<file path="src/rtl/vx_commit_sender_pkg.sv">
// Shared types for the commit sender: commit packet layout and field widths.
package vx_commit_sender_pkg;

  localparam int NUM_THREADS = 4;
  localparam int UUID_WIDTH  = 16;
  localparam int NW_WIDTH    = 4;
  localparam int NR_BITS     = 6;
  localparam int XLEN        = 32;

  typedef struct packed {
    logic [UUID_WIDTH-1:0]                uuid;
    logic [NW_WIDTH-1:0]                  wid;
    logic [NUM_THREADS-1:0]               tmask;
    logic [XLEN-1:0]                      PC;
    logic                                 wb;
    logic [NR_BITS-1:0]                   rd;
    logic [NUM_THREADS-1:0][XLEN-1:0]     data;
    logic                                 sop;
    logic                                 eop;
  } commit_t;

endpackage

</file>
<file path="src/rtl/vx_commit_sender_penc.sv">
// Priority encoder: index of the lowest set request bit.
module vx_commit_sender_penc #(
  parameter  int N  = 4,
  localparam int IW = (N > 1) ? $clog2(N) : 1
) (
  input  logic [N-1:0]  req_i,
  output logic [IW-1:0] idx_o,
  output logic          vld_o
);

  // Scan downwards so the lowest set bit is the last one written.
  always_comb begin
    idx_o = '0;
    vld_o = 1'b0;
    for (int i = N - 1; i >= 0; i--) begin
      if (req_i[i]) begin
        idx_o = IW'(i);
        vld_o = 1'b1;
      end
    end
  end

endmodule

</file>
<file path="src/rtl/vx_commit_sender.sv">
// Splits one instruction result into per-block commit packets, lowest active
// block first, with a registered output stage and no bubble between results.
module vx_commit_sender
  import vx_commit_sender_pkg::*;
#(
  parameter int CORE_ID    = 0,
  parameter int THREAD_CNT = NUM_THREADS,
  parameter int NUM_LANES  = THREAD_CNT
) (
  input  logic    clk_i,
  input  logic    reset_i,
  input  logic    result_valid_i,
  input  commit_t result_data_i,
  output logic    result_ready_o,
  output logic    commit_valid_o,
  output commit_t commit_data_o,
  input  logic    commit_ready_i,
  output logic    busy_o
);

  localparam int NUM_BLOCKS = THREAD_CNT / NUM_LANES;
  localparam int BW         = (NUM_BLOCKS > 1) ? $clog2(NUM_BLOCKS) : 1;

  typedef enum logic {ST_IDLE, ST_SEND} state_e;

  if ((THREAD_CNT % NUM_LANES) != 0 || THREAD_CNT != NUM_THREADS || CORE_ID < 0) begin : g_bad_cfg
    $error("vx_commit_sender: NUM_LANES must divide THREAD_CNT");
  end

  state_e                state_q;
  logic                  valid_q;
  logic [NUM_BLOCKS-1:0] pend_q;
  commit_t               hold_q;
  commit_t               out_q;

  logic                  result_fire, commit_fire, eop_fire;
  logic [NUM_BLOCKS-1:0] blk_mask, sel_mask, pend_d;
  logic [BW-1:0]         sel_idx;
  logic                  sel_vld;
  commit_t               src, pkt_d;

  assign commit_fire    = valid_q && commit_ready_i;
  assign eop_fire       = commit_fire && out_q.eop;
  assign result_ready_o = (state_q == ST_IDLE) || eop_fire;
  assign result_fire    = result_valid_i && result_ready_o;
  assign commit_valid_o = valid_q;
  assign commit_data_o  = out_q;
  assign busy_o         = (state_q == ST_SEND);

  always_comb begin
    blk_mask = '0;
    for (int b = 0; b < NUM_BLOCKS; b++)
      blk_mask[b] = |result_data_i.tmask[b*NUM_LANES +: NUM_LANES];
  end

  // A fresh capture feeds the encoder directly so its first packet is
  // ready one cycle after the handshake.
  assign src      = result_fire ? result_data_i : hold_q;
  assign sel_mask = result_fire ? blk_mask : pend_q;

  vx_commit_sender_penc #(.N(NUM_BLOCKS)) u_penc (
    .req_i (sel_mask),
    .idx_o (sel_idx),
    .vld_o (sel_vld)
  );

  always_comb begin
    pend_d       = sel_mask & ~(NUM_BLOCKS'(1) << sel_idx);
    pkt_d        = src;
    pkt_d.tmask  = '0;
    pkt_d.data   = '0;
    for (int t = 0; t < THREAD_CNT; t++) begin
      if (sel_vld && (t / NUM_LANES) == int'(sel_idx)) begin
        pkt_d.tmask[t] = src.tmask[t];
        pkt_d.data[t]  = src.data[t];
      end
    end
    pkt_d.sop = result_fire;
    pkt_d.eop = (pend_d == '0);
  end

  always_ff @(posedge clk_i) begin
    if (reset_i) begin
      state_q <= ST_IDLE;
      valid_q <= 1'b0;
      pend_q  <= '0;
    end else if (result_fire) begin
      state_q <= ST_SEND;
      valid_q <= 1'b1;
      pend_q  <= pend_d;
    end else if (commit_fire) begin
      if (out_q.eop) begin
        state_q <= ST_IDLE;
        valid_q <= 1'b0;
      end else begin
        pend_q  <= pend_d;
      end
    end
  end

  // Payload registers carry no reset; valid_q qualifies them.
  always_ff @(posedge clk_i) begin
    if (result_fire)
      hold_q <= result_data_i;
    if (result_fire || (commit_fire && !out_q.eop))
      out_q <= pkt_d;
  end

endmodule

</file>
<file path="config.mk">
export PLATFORM = sky130hd
export DESIGN_NAME = vx_commit_sender
export DESIGN_NICKNAME = d
export VERILOG_FILES = /design/src/rtl/vx_commit_sender_pkg.sv /design/src/rtl/vx_commit_sender_penc.sv /design/src/rtl/vx_commit_sender.sv
export SDC_FILE = /design/constraint.sdc
export NUM_CORES = 1
export LEC_CHECK = 0
export ABC_CLOCK_PERIOD_IN_PS = 27400
export CAP_MARGIN = 20
export CORE_MARGIN = 10
export CORE_UTILIZATION = 46
export CTS_BUF_LIST = sky130_fd_sc_hd__clkbuf_2 sky130_fd_sc_hd__clkbuf_4 sky130_fd_sc_hd__clkbuf_8
export DETAILED_ROUTE_END_ITERATION = 8
export GPL_ROUTABILITY_DRIVEN = 1
export PLACE_DENSITY = 0.87
export SLEW_MARGIN = 20
export SYNTH_ARGS = -nofsm -noshare
export SYNTH_HDL_FRONTEND = slang
export SYNTH_SLANG_ARGS = --single-unit
export TNS_END_PERCENT = 50
</file>
<file path="constraint.sdc">
create_clock -name clk_i -period 27.4 [get_ports clk_i]
set_input_delay 5.48 -clock clk_i [delete_from_list [all_inputs] [get_ports clk_i]]
set_output_delay 5.48 -clock clk_i [all_outputs]
set_load 0.02 [all_outputs]
</file>
# Word-level counts from Yosys, hierarchy flattened
# Cells that the tools add are included.
# W data, S select, Z words.
[totals] output_inout_bits=196 inputBits=197 regBits=386 wordCells=35
[classes] n_reduce_logical=5 n_mux=5 bitwise=1
[ops] op="$mux W193" n=1
[ops] op="$mux W1" n=4
[ops] op="$reduce_or A4 Y1" n=1
[ops] op="$logic_and A1 B1 Y1" n=2
[ops] op="$reduce_bool A2 Y1" n=1
[ops] op="$logic_or A1 B1 Y1" n=1
[ops] op="$not A1 Y1" n=1

# Depth between registers and ports, before layout
# Gate-level depths: netlist (run 1).
[depth] word_depth=5 ltp_mapped=6 mapped_depth_nobuf=4

# Modules after synthesis
# From an unflattened synthesis (run 1), not the netlist that was laid out.
[unflattened] hier_cells=1090 hier_area_um2=15423.5
[modules_own_cells] mod="vx_commit_sender" seq_area_each_um2=9659.3 instances=1 area_per_inst_um2=15404.8 cells_per_inst=1087
[modules_own_cells] mod="vx_commit_sender_penc" seq_area_each_um2=0.0 instances=1 area_per_inst_um2=18.8 cells_per_inst=3

# Least setup slack after synthesis (run 1)
# OpenSTA, ideal clock, no wires.
[synth_path] path_kind="input to register" start="input port commit_ready_i" end="register out_q, in the netlist commit_data_o[1] (data pin)" path_stages=4 arrival_time_ns=11.183 n_path_buf=1 setup_ns=1.330 required_time_ns=26.070 setup_slack_ns=14.887 path_cell_list="nand2b_2 nand2_1 inv_1 clkbuf_1"
[synth_lines] element="from (decl)" line="vx_commit_sender.sv:17" rtl="input logic commit_ready_i,"
[synth_lines] element="to (signal assigned)" line="vx_commit_sender.sv:106" rtl="out_q <= pkt_d;"
[synth_lines] element="to (decl)" line="vx_commit_sender.sv:34" rtl="commit_t out_q;"

# Final worst setup path (run 1)
[layout_path] start="input port commit_ready_i" end="output port result_ready_o"
[layout_via] elab_chain_len=2
[layout_lines] element="$logic_and A1 B1 Y1" line="vx_commit_sender.sv:42" rtl="assign commit_fire = valid_q && commit_ready_i;"
[layout_lines] element="$logic_or A1 B1 Y1" line="vx_commit_sender.sv:44" rtl="assign result_ready_o = (state_q == ST_IDLE) || eop_fire;"
[layout_lines] element="to (decl)" line="vx_commit_sender.sv:14" rtl="output logic result_ready_o,"
# No other way between the ends.

==> results of run 1 <==
worst register-to-register path, delay by kind of cell (launching register included):
kind                   cells  cell delay, ps
buffers and inverters      2            1340
AND/OR/NAND/NOR            3             670
flip-flops                 1             340
power by group through the flow:
stage | logic [mW] | registers (mW) | clock network [mW]
floorplan | 0.0328 | 0.499 | 0
global placement | 0.137 | 0.465 | 0
global route | 0.148 | 0.463 | 0.349
detailed placement | 0.141 | 0.468 | 0
CTS | 0.142 | 0.460 | 0.330
finish | 0.140 | 0.460 | 0.322
area by class of cell:
class / instances / area (um2)
diodes: 1 / 2.50
repair buffers: 393 / 3950
inverters: 2 / 15.0
clock buffers: 63 / 742
well taps: 234 / 293
flip-flops and latches: 252 / 6970
clock inverters: 13 / 83.8
fillers: 1177 / 5170
multi-input cells: 196 / 1540
metal layers:
metal  track usage, %  part of all wire (%)  vias to the layer above
li1                 -                     -                     2650
met2             34.6                    51                      321
met3             8.96                    12                       52
met4             7.54                   3.1                        4
met5                0                 0.088                        -
met1             20.1                    34                     2746
state kept, by name (all words and copies together), names as in the netlist:
signal	flops
hold_q	59
commit_valid_o	1
commit_data_o	192
layout by cell type, fill, tap and decap left out, types with 2 or more instances in the layout:
cell	n
and3_1	118
and3_2	14
buf_4	2
clkbuf_4	20
clkbuf_8	43
clkdlybuf4s50_1	389
clkinv_1	7
clkinv_2	4
dfxtp_1	60
edfxtp_1	192
mux2_2	59
cells by family after synthesis:
family / count (synthesis) / share of synthesized area, %
flip-flops: 252 / 79.2
AND/OR/NAND/NOR: 135 / 9.85
multiplexers: 59 / 7.55
buffers and inverters: 40 / 3.33
AO/OA/AOI/OAI: 1 / 0.0568
other: 1 / 0.0426
per-stage QoR:
stage	instance area, um2	power [mW]	setup WS (ps)	hold slack (ps)
final	13600	0.922	15150	470
after global routing	13600	0.960	15090	483
after CTS	13600	0.931	15150	473
after detailed placement	12700	0.608	15160	458
after global placement	12700	0.602	15190	451
after floorplan	8800	0.531	14890	446
worst max path at each step:
stage / to / cells past startpoint / start / slack, ps
2_1_floorplan: commit_data_o[1]$_DFFE_PP_ / 4 / commit_ready_i / 14890
3_3_place_gp: result_ready_o / 3 / commit_ready_i / 15190
3_5_place_dp: result_ready_o / 3 / commit_ready_i / 15160
4_1_cts: result_ready_o / 3 / commit_ready_i / 15150
5_1_grt: result_ready_o / 3 / commit_ready_i / 15090
6_report: result_ready_o / 3 / commit_ready_i / 15150
==> flow_metrics.tcl, run 1 <==
set metrics [dict create \
    wl_per_cell_um 22.6 \
    synth-main-ff-cell "edfxtp_1" \
    root_buffer "clkbuf_8" \
    r2r_end "commit_data_o[28]$_SDFFCE_PN0P_" \
    finalSetupTns_ps 0 \
    endpoint_kind "primary output" \
    utilization_pct 72.4 \
    clockBufferDepth 3 \
    period_minus_slack_ps 12250 \
    grt_remaining_overflow 0 \
    synthCells 488 \
    die-area_um2 25100 \
    r2r-start "commit_valid_o$_SDFFE_PP0P_" \
    top_level_ports 393 \
    nNetsFinal 1084 \
    cap_viol_max_count 0 \
    crit_family "buffers and inverters" \
    cts_resized 0 \
    syn_area_um2 8800 \
    place_hpwl_um 19100 \
    relSlewSlack_pct 32.2 \
    vias_per_cell 5.00 \
    synth_nets 685 \
    tightest_slew_ps 1020 \
    path_clk_slew_ps 50 \
    stdcell_count 1154 \
    placeableCoreArea_um2 18800 \
    internal_power_mw 0.708 \
    cts_hold_buf 0 \
    p_leak_nw 5.34 \
    hp-start "hold_q[159]$_DFF_P_" \
    worstHoldPathCells 1 \
    finalSetupViolCount 0 \
    post-route-drc-count 0 \
    hold_viol_final 0 \
    ys_ff_latch 252 \
    start_util_pct 46.9 \
    drtAntennaViolNets 0 \
    crit_type "input port to primary output" \
    io_buffers 389 \
    status "completed" \
    worst_path_largest_cell_delay_ps 630 \
    cts_max_level 2 \
    post-synth-top-count-cell "edfxtp_1" \
    crit_path_frequent_cell "clkdlybuf4s50_1" \
    cts_tree "yes" \
    whs_endpoint "hold_q[159]$_DFF_P_" \
    via_count 5773 \
    synthArstFlopShare_pct 0 \
    grtUsageTotal_pct 19.7 \
    netlist.area_leader.share_pct 65.5 \
    clock_latency_ps 510 \
    grt_pass1_wl_um 36900 \
    fp.dieH_um 158 \
    critPathArrivalTime_ps 6770 \
    clock_sinks 252 \
    fmax_mhz 81.6 \
    synth_top_area_cell "edfxtp_1" \
    num_rows 50 \
    ys_warn_count 0 \
    p_comb_share_pct 15.2 \
    skew_ps 12.0 \
    avgSynthCellArea_um2 18.0 \
    grt_max_degree 129 \
    worstSetupStartpointType "input port" \
    drive_gt1_share_pct 16.3 \
    ir_drop_mv 0.0474 \
    min_path_type "flip-flop to flip-flop" \
    r2r_setup_slack_ps 24910 \
    gp_congestion 0.837 \
    p_per_area_nw_per_um2 67.8 \
    place_inst 1076 \
    antenna_found_initial 3 \
    grt_pass1_vias 6026 \
    pwr-share-clk_pct 34.9 \
    pwr-share-seq_pct 49.9 \
    finalCritPeriodShare_pct 44.7 \
    worstPathMaxFanout 7 \
    ff2ff_path_depth 5 \
    die_w_um 158 \
    ys_seq_area_share_pct 79.2 \
    routed_wl_um 26100 \
    area_delta_synth_final_pct 54.5 \
    drtIter0Drc 334 \
    synth.distinct_cells 15 \
    path_cells "clkdlybuf4s50_1, nand2b_2, clkdlybuf4s50_1" \
    post-cts-setup-buffers 0 \
    drt_pass1_iterations 4 \
    slowest_stage "clkdlybuf4s50_1" \
    synth_common_cells "edfxtp_1, and3_1, dfxtp_1" \
    synth_edf_count 192 \
    finalMaxSlewViolations 0 \
    rsz0062_at_grt "no" \
    cts_inserted_buffers 42 \
    cp.buffers_inverters 2 \
    switching_share_pct 23.2 \
    p_switching_mw 0.214 \
    critPathRequiredTime_ps 21920 \
    synthTopCellsByArea "edfxtp_1, dfxtp_1, and3_1" \
]
Note: power is estimated with default switching activity, not from simulation.
==> run 2: changes to the inputs <==
- ABC_CLOCK_PERIOD_IN_PS: 27400 -> 12600
- CORE_UTILIZATION: 46 -> 42
- PLACE_DENSITY: 0.87 -> 0.81
- clock period: 27.4 -> 12.6 ns (I/O delays scaled with it)
==> run 2 against run 1 <==
  * Clock power grew 120%
  * Via count shrank 1.5%
  * Clock skew shrank 2.1 ps
  * Final cell count grew 2.8%
  * Critical path type unchanged
==> flow_metrics.tcl, run 2 (synthesized netlist as in run 1, its figures left out) <==
set metrics [dict create \
    placeableCoreArea_um2 20400 \
    grt_remaining_overflow 0 \
    crit_path_frequent_cell "clkdlybuf4s50_1" \
    grtUsageMet1_pct 17.6 \
    finalCritPeriodShare_pct 50.0 \
    cap_viol_max_count 0 \
    fmax_mhz 159 \
    r2r-start "commit_valid_o$_SDFFE_PP0P_" \
    vias_per_cell 4.79 \
    root_buffer "clkbuf_8" \
    drtAntennaViolNets 0 \
    cts_tree "yes" \
    clock_latency_ps 510 \
    finalInstanceArea_um2 13600 \
    slowest_stage "clkdlybuf4s50_1" \
    placed_area_um2 12800 \
    post-cts-setup-buffers 0 \
    path_cells "clkdlybuf4s50_1, nand2b_2, clkdlybuf4s50_1" \
    r2r_end "commit_data_o[24]$_SDFFCE_PN0P_" \
    rsz0062_at_grt "no" \
    crit_path_end "result_ready_o" \
    crit_start "commit_ready_i" \
    critPathArrivalTime_ps 3770 \
    tightest_slew_ps 1070 \
    worst_path_largest_cell_delay_ps 630 \
    relSlewSlack_pct 28.4 \
    grt_pass1_wl_um 35500 \
    drive_gt1_share_pct 15.9 \
    worstSetupStartpointType "input port" \
    power_mw 2.00 \
    skew_ps 9.88 \
    met3_usage_pct 8.91 \
    r2r_setup_slack_ps 9610 \
    p_per_area_nw_per_um2 147 \
    worstPathMaxFanout 7 \
    nNetsFinal 1082 \
    top_level_ports 393 \
    final_cell_mix "clkdlybuf4s50_1, edfxtp_1, and3_1" \
    clockBufferDepth 3 \
    drt_pass1_iterations 4 \
    io_buffers 389 \
    crit_type "input port to primary output" \
    top_usage_layer "met2" \
    finalMaxSlewViolations 0 \
    critPathRequiredTime_ps 10080 \
    cts_inserted_buffers 41 \
    ir_drop_mv 0.0923 \
    clock_sinks 252 \
    layout_commonest_cell "clkdlybuf4s50_1" \
    cts_hold_buf 0 \
    largest_reg_flops 192 \
    use_met2_pct 29.6 \
    endpoint_kind "primary output" \
    hold_viol_final 0 \
    antenna_found_initial 4 \
    post-route-drc-count 0 \
    via_count 5685 \
    num_rows 52 \
    grtUsageTotal_pct 17.3 \
    min_path_type "flip-flop to flip-flop" \
    die-area_um2 27100 \
    drtIter0Drc 349 \
    period_minus_slack_ps 6290 \
    wl_per_cell_um 20.9 \
    status "completed" \
    ff2ff_path_depth 6 \
    start_util_pct 43.1 \
    finalSetupTns_ps 0 \
    routed_wl_um 24800 \
    p_leak_nw 5.32 \
    die_w_um 165 \
    cts_max_level 2 \
    grt_pass1_vias 5910 \
    fp.dieH_um 165 \
    gp_congestion 0.757 \
    area_delta_synth_final_pct 54.6 \
    path_clk_slew_ps 60 \
    place_hpwl_um 18300 \
    grt_max_degree 148 \
    finalSetupViolCount 0 \
    cts_resized 0 \
]
==> run 2: metrics by stage <==
stage	cells	hold WS, ps	worst slack (ps)	utilization [%]
after global placement	1112	451	6310	62.5
after floorplan	488	446	3050	-
after detailed placement	1112	459	6300	62.5
after global routing	1185	487	6270	66.6
after CTS	1183	473	6290	66.5
final	1186	470	6310	66.6
==> run 2: layer usage <==
layer  vias up  part of all wire, %
li1       2637                    -
met1      2710                   34
met2       289                   51
met3        45                   13
met4         4                  2.9
met5         -                 0.11
==> run 2: where the power goes <==
group          switching (mW)  internal (mW)  total [mW]
Combinational           0.140          0.161       0.301
Clock                   0.301          0.395       0.696
Sequential             0.0182          0.980       0.999
Total                   0.459           1.54        2.00
==> run 2: cell type report <==
cell class                      instances  area [um2]
Tap cell                              270         338
Fill cell                            1470        6830
Inverter                                2        15.0
Clock buffer                           59         737
Multi-Input combinational cell        196        1540
Clock inverter                         12        80.1
Antenna cell                            3        7.51
Sequential cell                       252        6970
Timing Repair Buffer                  392        3920
==> run 2: worst min-delay path by stage <==
stage	startpoint	endpoint	slack, ps	depth (start not counted)
2_1_floorplan	hold_q[192]$_DFF_P_	hold_q[192]$_DFF_P_	450	1
3_3_place_gp	hold_q[153]$_DFF_P_	hold_q[153]$_DFF_P_	450	1
3_5_place_dp	hold_q[173]$_DFF_P_	hold_q[173]$_DFF_P_	460	1
4_1_cts	hold_q[173]$_DFF_P_	hold_q[173]$_DFF_P_	470	1
5_1_grt	hold_q[188]$_DFF_P_	hold_q[188]$_DFF_P_	490	1
6_report	hold_q[139]$_DFF_P_	hold_q[139]$_DFF_P_	470	1
==> run 2: critical path, delay by kind of cell <==
family        cells  cell delay, ps
buf+inv           2            1080
simple gates      1             180
==> run 3: changes to the inputs <==
- ABC_CLOCK_PERIOD_IN_PS: 12600 -> 5400
- CORE_UTILIZATION: 42 -> 38
- PLACE_DENSITY: 0.81 -> 0.77
- clock period: 12.6 -> 5.4 ns (I/O delays scaled with it)
==> run 3 against run 2 <==
  * Via count shrank 0.40%
  * Combinational power grew 130%
  * Clock skew is 5.1 ps higher
  * Final cell count up 1.7%
  * Clock power grew 140%
  * Power grew 140%
  * Register-to-register slack got worse by 6400 ps
  * Global-route usage down 1.4 points
  * Count of clock-buffer cells in the layout increased by 8
  * Flip-flop and latch count did not move
  * Sequential power increased by 130%
  * Routed wire length rose by 0.88%
==> flow_metrics.tcl, run 3 (synthesized netlist as in run 1, its figures left out) <==
set metrics [dict create \
    cap_viol_max_count 0 \
    grt_pass1_wl_um 35600 \
    grt_remaining_overflow 0 \
    cts_hold_buf 0 \
    area_delta_synth_final_pct 55.7 \
    placeableCoreArea_um2 22700 \
    wl_per_cell_um 20.7 \
    hold_viol_final 0 \
    finalSetupTns_ps 0 \
    cts_max_level 2 \
    critPathArrivalTime_ps 2390 \
    skew_ps 14.9 \
    path_clk_slew_ps 50 \
    p_per_area_nw_per_um2 346 \
    clock_latency_ps 530 \
    grt_pass1_vias 5937 \
    cts_tree "yes" \
    relSlewSlack_pct 27.2 \
    rsz0062_at_grt "no" \
    routed_wl_um 25000 \
    drtAntennaViolNets 0 \
    root_buffer "clkbuf_8" \
    ir_drop_mv 0.231 \
    nFillCells 1715 \
    start_util_pct 38.7 \
    drive_gt1_share_pct 16.7 \
    fmax_mhz 288 \
    place_hpwl_um 18400 \
    worstPathMaxFanout 7 \
    grtUsageTotal_pct 15.9 \
    power_mw 4.74 \
    vias_per_cell 4.69 \
    period_minus_slack_ps 3470 \
    min_path_type "flip-flop to flip-flop" \
    drt_pass1_iterations 4 \
    cts_inserted_buffers 42 \
    finalMaxSlewViolations 0 \
    critPathRequiredTime_ps 4320 \
    drtIter0Drc 409 \
    clockBufferDepth 3 \
    p_leak_nw 5.36 \
    io_buffers 389 \
    grtUsageMet1_pct 16.2 \
    fp.dieH_um 172 \
    grt_max_degree 138 \
    largest_reg_flops 192 \
    die_w_um 172 \
    use_met2_pct 27.5 \
    num_rows 55 \
    cts_resized 0 \
    top_usage_layer "met2" \
    die-area_um2 29600 \
    via_count 5662 \
    layout_commonest_cell "clkdlybuf4s50_1" \
    status "completed" \
    post-cts-setup-buffers 0 \
    final_cell_mix "clkdlybuf4s50_1, edfxtp_1, and3_1" \
    met3_usage_pct 7.48 \
    nNetsFinal 1084 \
    antenna_found_initial 0 \
    endpoint_kind "primary output" \
    finalCritPeriodShare_pct 64.3 \
    finalSetupViolCount 0 \
    gp_congestion 0.814 \
    post-route-drc-count 0 \
    tightest_slew_ps 1090 \
    crit_type "input port to primary output" \
    clock_sinks 252 \
    top_level_ports 393 \
    worstSetupStartpointType "input port" \
]
## run 3: cell type report
type,instances,area (um2),area share [%]
Antenna cell,1,2.50,0.0183
Clock buffer,67,785,5.73
Clock inverter,10,92.6,0.676
Inverter,2,15.0,0.110
Multi-Input combinational cell,196,1540,11.3
Sequential cell,252,6970,50.9
Tap cell,285,357,2.60
Timing Repair Buffer,393,3940,28.7
## run 3: path summary, 6_finish.rpt
path / from / endpoint / slack [ps] / cells past startpoint
worst max-delay path: commit_ready_i / result_ready_o / 1930 / 3
worst min-delay path: hold_q[192]$_DFF_P_ / hold_q[192]$_DFF_P_ / 470 / 1
worst max register to register: commit_valid_o$_SDFFE_PP0P_ / commit_data_o[59]$_SDFFCE_PN0P_ / 3160 / 5
worst min register to register: hold_q[192]$_DFF_P_ / hold_q[192]$_DFF_P_ / 470 / 1
## run 3: routing by layer
| metal | share of wire (%) | vias up |
|---|---|---|
| li1 | - | 2648 |
| met1 | 35 | 2690 |
| met2 | 51 | 275 |
| met3 | 11 | 49 |
| met4 | 3.2 | 0 |
| met5 | 0 | - |
## run 3: stage by stage
step	hold slack [ps]	instances	setup slack (ps)	util [%]	cell area [um2]
2_1_floorplan	446	488	749	-	8800
3_3_place_gp	451	1128	1970	56.4	12800
3_5_place_dp	459	1128	1910	56.4	12800
4_1_cts	473	1205	1910	60.3	13700
5_1_grt	484	1205	1880	60.3	13700
6_report	469	1206	1930	60.3	13700
## run 3: power breakdown
| group | total (mW) | internal (mW) | switching [mW] |
|---|---|---|---|
| Clock | 1.70 | 0.976 | 0.729 |
| Combinational | 0.706 | 0.379 | 0.327 |
| Sequential | 2.33 | 2.29 | 0.0443 |
## run 3: critical path: stages
cell and delay (ps):
clkdlybuf4s50_1 460, nand2b_2 200, clkdlybuf4s50_1 650
